**config.mk**
```make
export PLATFORM = sky130hd
export DESIGN_NAME = alu_pipe
export DESIGN_NICKNAME = d
export VERILOG_FILES = /design/src/rtl/alu_pkg.sv /design/src/rtl/alu_core.sv /design/src/rtl/alu_pipe.sv
export SDC_FILE = /design/constraint.sdc
export NUM_CORES = 1
export LEC_CHECK = 0
export ABC_AREA = 1
export CORE_ASPECT_RATIO = 2
export CORE_UTILIZATION = 60
export CTS_CLUSTER_DIAMETER = 150
export DETAILED_ROUTE_END_ITERATION = 12
export GPL_TIMING_DRIVEN = 0
export PLACE_DENSITY = 0.82
export SYNTH_ARGS = -nofsm -noshare
export SYNTH_HDL_FRONTEND = slang
export SYNTH_SLANG_ARGS = --single-unit
```
**constraint.sdc**
```tcl
create_clock -name clk -period 8.7 [get_ports clk]
set_input_delay 1.74 -clock clk [delete_from_list [all_inputs] [get_ports clk]]
set_output_delay 1.74 -clock clk [all_outputs]
set_load 0.01 [all_outputs]
```
**src/rtl/alu_pkg.sv**
```systemverilog
// Shared definitions for the pipelined ALU: opcode map and the per-result flag bundle.
package alu_pkg;

  localparam logic [3:0] OP_SUB = 4'b0000;
  localparam logic [3:0] OP_ADD = 4'b0001;
  localparam logic [3:0] OP_OR  = 4'b0010;
  localparam logic [3:0] OP_AND = 4'b0011;
  localparam logic [3:0] OP_DEC = 4'b0100;
  localparam logic [3:0] OP_INC = 4'b0101;
  localparam logic [3:0] OP_INV = 4'b0110;
  localparam logic [3:0] OP_LSL = 4'b1000;
  localparam logic [3:0] OP_LEQ = 4'b1001;
  localparam logic [3:0] OP_LSR = 4'b1010;
  localparam logic [3:0] OP_ASL = 4'b1100;
  localparam logic [3:0] OP_ASR = 4'b1110;

  typedef struct packed {
    logic overflow;
    logic zero;
    logic illegal;
  } alu_flags_t;

endpackage

```
**src/rtl/alu_core.sv**
```systemverilog
// Purely combinational ALU datapath: result and flags from operands and opcode.
module alu_core
  import alu_pkg::*;
#(
  parameter int WIDTH = 16,
  parameter int SHW   = $clog2(WIDTH)
) (
  input  logic [WIDTH-1:0] i_a,
  input  logic [WIDTH-1:0] i_b,
  input  logic [3:0]       i_operation,
  output logic [WIDTH-1:0] o_s,
  output alu_flags_t       o_flags
);

  localparam logic [WIDTH-1:0] W_LIMIT = WIDTH'(WIDTH);
  localparam logic [WIDTH-1:0] W_ONE   = WIDTH'(1);

  logic             w_big;
  logic [SHW-1:0]   w_sh;
  logic [WIDTH-1:0] w_sum, w_dif, w_inc, w_dec;
  logic [WIDTH-1:0] w_lsl, w_lsr, w_asr, w_asl_back;
  logic             w_leq;

  // Once b reaches WIDTH the low SHW bits no longer describe the shift, so w_big overrides them.
  assign w_big      = (i_b >= W_LIMIT);
  assign w_sh       = i_b[SHW-1:0];
  assign w_sum      = i_a + i_b;
  assign w_dif      = i_a - i_b;
  assign w_inc      = i_a + W_ONE;
  assign w_dec      = i_a - W_ONE;
  assign w_lsl      = i_a << w_sh;
  assign w_lsr      = i_a >> w_sh;
  assign w_asr      = WIDTH'($signed(i_a) >>> w_sh);
  assign w_asl_back = WIDTH'($signed(w_lsl) >>> w_sh);
  assign w_leq      = ($signed(i_a) <= $signed(i_b));

  // NOTE: every output gets a default before the case so no path leaves it unassigned (no latch).
  always_comb begin
    o_s              = '0;
    o_flags.overflow = 1'b0;
    o_flags.illegal  = 1'b0;
    unique case (i_operation)
      OP_SUB: begin
        o_s              = w_dif;
        o_flags.overflow = (i_a[WIDTH-1] != i_b[WIDTH-1]) && (w_dif[WIDTH-1] != i_a[WIDTH-1]);
      end
      OP_ADD: begin
        o_s              = w_sum;
        o_flags.overflow = (i_a[WIDTH-1] == i_b[WIDTH-1]) && (w_sum[WIDTH-1] != i_a[WIDTH-1]);
      end
      OP_OR:  o_s = i_a | i_b;
      OP_AND: o_s = i_a & i_b;
      OP_DEC: begin
        o_s              = w_dec;
        o_flags.overflow = i_a[WIDTH-1] && !w_dec[WIDTH-1];
      end
      OP_INC: begin
        o_s              = w_inc;
        o_flags.overflow = !i_a[WIDTH-1] && w_inc[WIDTH-1];
      end
      OP_INV: o_s = ~i_a;
      OP_LSL: o_s = w_big ? '0 : w_lsl;
      OP_LEQ: o_s = {{(WIDTH-1){1'b0}}, w_leq};
      OP_LSR: o_s = w_big ? '0 : w_lsr;
      OP_ASL: begin
        // Shifting back arithmetically recovers a exactly iff no significant bit was lost.
        o_s              = w_big ? '0 : w_lsl;
        o_flags.overflow = w_big ? (|i_a) : (w_asl_back != i_a);
      end
      OP_ASR: o_s = w_big ? {WIDTH{i_a[WIDTH-1]}} : w_asr;
      default: o_flags.illegal = 1'b1;
    endcase
    o_flags.zero = (o_s == '0);
  end

endmodule

```
**src/rtl/alu_pipe.sv**
```systemverilog
// Two-stage pipelined ALU with valid/ready handshake and full backpressure.
// Define ALU_PIPE_STICKY_OVF_EN to enable the ovf_sticky register and ovf_clr.
module alu_pipe
  import alu_pkg::*;
#(
  parameter int WIDTH = 16,
  parameter int SHW   = $clog2(WIDTH)
) (
  input  logic             clk,
  input  logic             rst_n,
  input  logic             in_valid,
  output logic             in_ready,
  input  logic [WIDTH-1:0] a,
  input  logic [WIDTH-1:0] b,
  input  logic [3:0]       operation,
  output logic             out_valid,
  input  logic             out_ready,
  output logic [WIDTH-1:0] S,
  output logic             overflow,
  output logic             zero,
  output logic             illegal,
  output logic             ovf_sticky,
  input  logic             ovf_clr
);

  logic             r_s1_valid;
  logic [WIDTH-1:0] r_a, r_b;
  logic [3:0]       r_op;
  logic             r_out_valid;
  logic [WIDTH-1:0] r_s;
  alu_flags_t       r_flags;

  logic             w_s2_adv;
  logic [WIDTH-1:0] w_s;
  alu_flags_t       w_flags;

  // in_ready depends only on registered state and out_ready, never on in_valid.
  assign w_s2_adv = !r_out_valid || out_ready;
  assign in_ready = !r_s1_valid || w_s2_adv;

  alu_core #(.WIDTH(WIDTH), .SHW(SHW)) u_core (
    .i_a         (r_a),
    .i_b         (r_b),
    .i_operation (r_op),
    .o_s         (w_s),
    .o_flags     (w_flags)
  );

  // NOTE: sequential state uses non-blocking assignments so every register samples pre-edge values.
  always_ff @(posedge clk) begin
    if (!rst_n) begin
      r_s1_valid  <= 1'b0;
      r_out_valid <= 1'b0;
    end else begin
      if (in_ready) r_s1_valid  <= in_valid;
      if (w_s2_adv) r_out_valid <= r_s1_valid;
    end
  end

  // NOTE: stage-1 operands carry no reset; they are only consumed while r_s1_valid is set.
  always_ff @(posedge clk) begin
    if (in_ready && in_valid) begin
      r_a  <= a;
      r_b  <= b;
      r_op <= operation;
    end
  end

  always_ff @(posedge clk) begin
    if (!rst_n) begin
      r_s     <= '0;
      r_flags <= '0;
    end else if (w_s2_adv && r_s1_valid) begin
      r_s     <= w_s;
      r_flags <= w_flags;
    end
  end

  assign out_valid = r_out_valid;
  assign S         = r_s;
  assign overflow  = r_flags.overflow;
  assign zero      = r_flags.zero;
  assign illegal   = r_flags.illegal;

`ifdef ALU_PIPE_STICKY_OVF_EN
  logic r_ovf_sticky;

  // A set on the same edge as a clear wins.
  always_ff @(posedge clk) begin
    if (!rst_n)                                        r_ovf_sticky <= 1'b0;
    else if (r_out_valid && out_ready && r_flags.overflow) r_ovf_sticky <= 1'b1;
    else if (ovf_clr)                                  r_ovf_sticky <= 1'b0;
  end

  assign ovf_sticky = r_ovf_sticky;
`else
  logic w_unused_ovf_clr;
  assign w_unused_ovf_clr = ovf_clr;
  assign ovf_sticky       = 1'b0;
`endif

endmodule
```
==> results.sh, run 1 <==
export IMPL_hpwl_mm=26.95
export IMPL_htree_num_levels=3
export IMPL_synth_nets=1346
export IMPL_initial_core_util=0.6182
export IMPL_synth_area_leaders="nand2_1 15%, edfxtp_1 14%, nand3_1 14%"
export IMPL_clock_path_buffers=2
export IMPL_yosys_area_top_type="nand2_1"
export IMPL_synth_main_ff_cell="edfxtp_1"
export IMPL_post_cts_setup_buffers=0
export IMPL_clock_root_buffer="clkbuf_16"
export IMPL_postCtsHoldBufs=0
export IMPL_ys_async_sr_fraction=0
export IMPL_synth_distinct_cells=55
export IMPL_post_cts_resized=0
export IMPL_rows=57
export IMPL_die_h_um=160.5
export IMPL_syn_avg_cell_area_um2=6.037
export IMPL_synthTopCellsByCount="293 x nand2_1, 211 x nand3_1, 118 x nor2_1, 115 x inv_1, 88 x a21oi_1"
export IMPL_synth_area_um2=7540
export IMPL_synth_enable_flop_cells=36
export IMPL_yosysSeqAreaShare=0.1991
export IMPL_dpl_instance_area_um2=8324
export IMPL_grt_first_pass_wirelength_mm=60.31
export IMPL_die_x_um=81.27
export IMPL_grt_use_total=0.6248
export IMPL_haltStage="global routing"
export IMPL_num_io_pins=63
export IMPL_synth_cells=1249
export IMPL_synthMostInstantiatedCell="nand2_1"
export IMPL_grt_max_degree=37
export IMPL_yosysWarnings=0
export IMPL_toolErrorMsg="[ERROR GRT-0116] Global routing finished with congestion. Check the congestion regions in the DRC Viewer."
export IMPL_grt_pass1_vias=10131
export IMPL_clock_sinks=57
export IMPL_yosysTopAreaCellShare=0.1459
export IMPL_cts_buffers=9
export IMPL_status="stopped before the end"
export IMPL_grt_overflow_total=61
export IMPL_gp_congestion=1.171
export IMPL_io_buffers=60
export IMPL_synth_seq_cells=57
[per-stage QoR]
step           cells    util  hold slack [ps]  setup WS [ps]
2_1_floorplan   1249       -            490.0           5036
3_3_place_gp    1456  0.6826            455.7           4080
3_5_place_dp    1456  0.6826            471.8           3991
4_1_cts         1472  0.7097            480.4           3997
[logic make-up after synthesis]
group                    share of synthesized area
AND/OR/NAND/NOR                             0.4072
AO/OA/AOI/OAI                               0.1877
buffers and inverters                       0.1022
flip-flops                                  0.1991
adder cells (fa/ha/maj)                    0.09492
XOR/XNOR                                  0.006970
other                                    0.0004974
multiplexers                              0.001328
[per-layer routing]
metal,global-route usage,overflow
met4,0.6023,22
met2,0.8602,38
met1,0.6329,0
met5,0.008333,0
met3,0.3585,1
==> run 2: changes to the inputs <==
CORE_ASPECT_RATIO = unset   (was 2)
CORE_UTILIZATION = 40   (was 60)
CTS_CLUSTER_DIAMETER = unset   (was 150)
PLACE_DENSITY = unset   (was 0.82)
PLACE_DENSITY_LB_ADDON = 0.15   (was unset)
==> run 2 against run 1 <==
The flow now finishes without violations; synthesized cell count stayed put; area after synthesis stayed put.
==> results.sh, run 2 <==
export IMPL_cp_end_kind="output port"
export IMPL_drive_gt1_frac=0.06109
export IMPL_synthTopCellsByCount="293 x nand2_1, 211 x nand3_1, 118 x nor2_1, 115 x inv_1, 88 x a21oi_1"
export IMPL_synthMuxAreaShare=0.001328
export IMPL_skew_ps=7.629
export IMPL_htree_num_levels=3
export IMPL_post_cts_setup_buffers=0
export IMPL_r2r_slack_ps=4110
export IMPL_die_h_um=139.3
export IMPL_min_to="zero$_SDFFE_PN0P_"
export IMPL_synth_distinct_cells=55
export IMPL_hold_viol_final=0
export IMPL_dieArea_um2=19400
export IMPL_viasPerCell=6.145
export IMPL_grt_max_degree=37
export IMPL_yosysSeqAreaShare=0.1991
export IMPL_powerDensity_nw_per_um2=131.9
export IMPL_grt_first_pass_wirelength_mm=51.50
export IMPL_synth_area_um2=7540
export IMPL_setup_tns_ps=0
export IMPL_synth_area_leaders="nand2_1 15%, edfxtp_1 14%, nand3_1 14%"
export IMPL_power_frac_clock=0.359
export IMPL_finalWirelength_mm=34.21
export IMPL_die_x_um=139.3
export IMPL_ff2ff_path_depth=18
export IMPL_rows=49
export IMPL_peakVddDrop_mv=0.1086
export IMPL_syn_avg_cell_area_um2=6.037
export IMPL_vias=9556
export IMPL_arrival_ps=2900
export IMPL_yosysWarnings=0
export IMPL_core_area_um2=18210
export IMPL_worstHoldPathType="flip-flop to flip-flop"
export IMPL_max_freq_ghz=0.2156
export IMPL_path_max_fanout=3
export IMPL_grt_use_total=0.3528
export IMPL_required_ps=6960
export IMPL_clock_sinks=57
export IMPL_p_leak_nw=4.024
export IMPL_detail_route_antenna_nets=0
export IMPL_synth_cells=1249
export IMPL_io_buffers=60
export IMPL_initial_core_util=0.4141
export IMPL_ys_async_sr_fraction=0
export IMPL_synthToLayoutAreaGrowth_pct=16.55
export IMPL_post_cts_resized=0
export IMPL_yosysTopAreaCellShare=0.1459
export IMPL_hpwl_mm=26.90
export IMPL_synth_seq_cells=57
export IMPL_status="completed"
export IMPL_rr_endpoint="zero$_SDFFE_PN0P_"
export IMPL_synth_main_ff_cell="edfxtp_1"
export IMPL_multi_input_area_um2=5268
export IMPL_tightestPinTransition_ps=933.5
export IMPL_drc=0
export IMPL_setup_viol=0
export IMPL_gp_congestion=1.035
export IMPL_grt_pass1_vias=8831
export IMPL_synth_simple_gate_area_frac=0.4072
export IMPL_crit_type="primary input to output port"
export IMPL_clock_path_buffers=2
export IMPL_antenna_cells=0
export IMPL_antenna_found_initial=0
export IMPL_seqCellArea_um2=1501
export IMPL_hold_depth=2
export IMPL_fin_crit_sh=0.5332
export IMPL_synthMostInstantiatedCell="nand2_1"
export IMPL_period_minus_slack_ps=4638
export IMPL_synth_enable_flop_cells=36
export IMPL_first_iter_violations=1199
export IMPL_synth_fa_ha_area_frac=0.09492
export IMPL_synth_compound_area_frac=0.1877
export IMPL_finalCoreUtilization=0.4826
export IMPL_p_seq_frac=0.277
export IMPL_synth_nets=1346
export IMPL_cts_buffers=9
export IMPL_synth_top_family_by_area="simple AND/OR/NAND/NOR gates"
export IMPL_slew_headroom=0.3754
export IMPL_clock_root_buffer="clkbuf_16"
export IMPL_num_io_pins=63
export IMPL_max_cap_violations=0
export IMPL_min_from="zero$_SDFFE_PN0P_"
export IMPL_p_int_mw=0.7010
export IMPL_path_clk_slew_ps=60
export IMPL_yosys_area_top_type="nand2_1"
export IMPL_insertion_delay_ps=350
export IMPL_nets=1418
export IMPL_final_cell_mix="293 x nand2_1, 211 x nand3_1, 118 x nor2_1, 114 x inv_1, 88 x a21oi_1"
export IMPL_synth_xor_area_share=0.006970
export IMPL_swShare=0.3950
export IMPL_combPwrFrac=0.364
export IMPL_first_pass_iters=6
export IMPL_cts_tree="built"
export IMPL_final_common_cell="nand2_1"
export IMPL_rsz0062_at_grt="false"
export IMPL_r2r_start="r_b[3]$_DFFE_PP_"
export IMPL_postCtsHoldBufs=0
export IMPL_drv_slew=0
export IMPL_n_fill_cell=1964
export IMPL_power_net_switching_mw=0.4578
export IMPL_worstSetupStartpointType="primary input"
export IMPL_grt_overflow_total=0
export IMPL_wl_per_cell_um=22.00
[run 2: cell counts after synthesis]
Identical to the previous run, type by type.
[run 2: power by group through the flow]
stage | registers [mW] | logic [mW] | clock network (mW)
detailed placement | 0.327 | 0.404 | 0
floorplan | 0.324 | 0.260 | 0
finish | 0.321 | 0.422 | 0.416
global placement | 0.327 | 0.404 | 0
CTS | 0.322 | 0.406 | 0.419
global route | 0.323 | 0.457 | 0.430
[run 2: worst max-delay path, stage by stage]
cell and delay, ps:
clkdlybuf4s50_1 450, inv_1 50, nand3_1 100, clkdlybuf4s50_1 550
[run 2: final cells by class]
| class | count | share of cell area |
|---|---|---|
| buffer | 62 | 0.03560 |
| clock buffer | 11 | 0.03133 |
| clock inverter | 5 | 0.007404 |
| inverter | 122 | 0.05211 |
| multi-input combinational | 1008 | 0.5995 |
| sequential | 57 | 0.1709 |
| tap | 229 | 0.03261 |
| timing repair buffer | 61 | 0.07063 |
[run 2: cell families (layout without fill, tap and decap cells)]
kind of cell,Yosys count,after routing
other,1,1
muxes,1,1
buffers and inverters,184,261
DFF,57,57
and+or+nand+nor,697,697
xor gates and xnor gates,6,6
AOI/OAI and AO/OA,247,247
adders and majority gates,56,56
[run 2: worst max-delay path by stage]
stage | cells past startpoint | slack, ps | start | to
after global routing | 18 | 3880 | r_b[3]$_DFFE_PP_ | zero$_SDFFE_PN0P_
after CTS | 4 | 4060 | out_ready | in_ready
final | 4 | 4060 | out_ready | in_ready
after detailed placement | 4 | 4060 | out_ready | in_ready
after floorplan | 2 | 5040 | out_ready | in_ready
after global placement | 4 | 4070 | out_ready | in_ready
[run 2: layer usage]
metal	part of all wire	GRT usage	up-vias
met3	0.10	0.08224	136
met1	0.42	0.4677	4455
met5	0	0	-
met2	0.42	0.5295	560
li1	-	-	4405
met4	0.053	0.1883	0
[run 2: stage by stage]
stage               std cells  total power [mW]  hold slack (ps)  setup slack [ps]  instance area [um2]
finish                   1555             1.159            466.8              4062                 8787
global route             1555             1.211            486.0              3882                 8787
CTS                      1554             1.147            467.7              4059                 8767
detailed placement       1538            0.7309            458.2              4064                 8427
global placement         1538            0.7312            457.4              4070                 8427
floorplan                1249            0.5842            490.0              5036                 7540
Note: power is estimated with default switching activity, not from simulation.
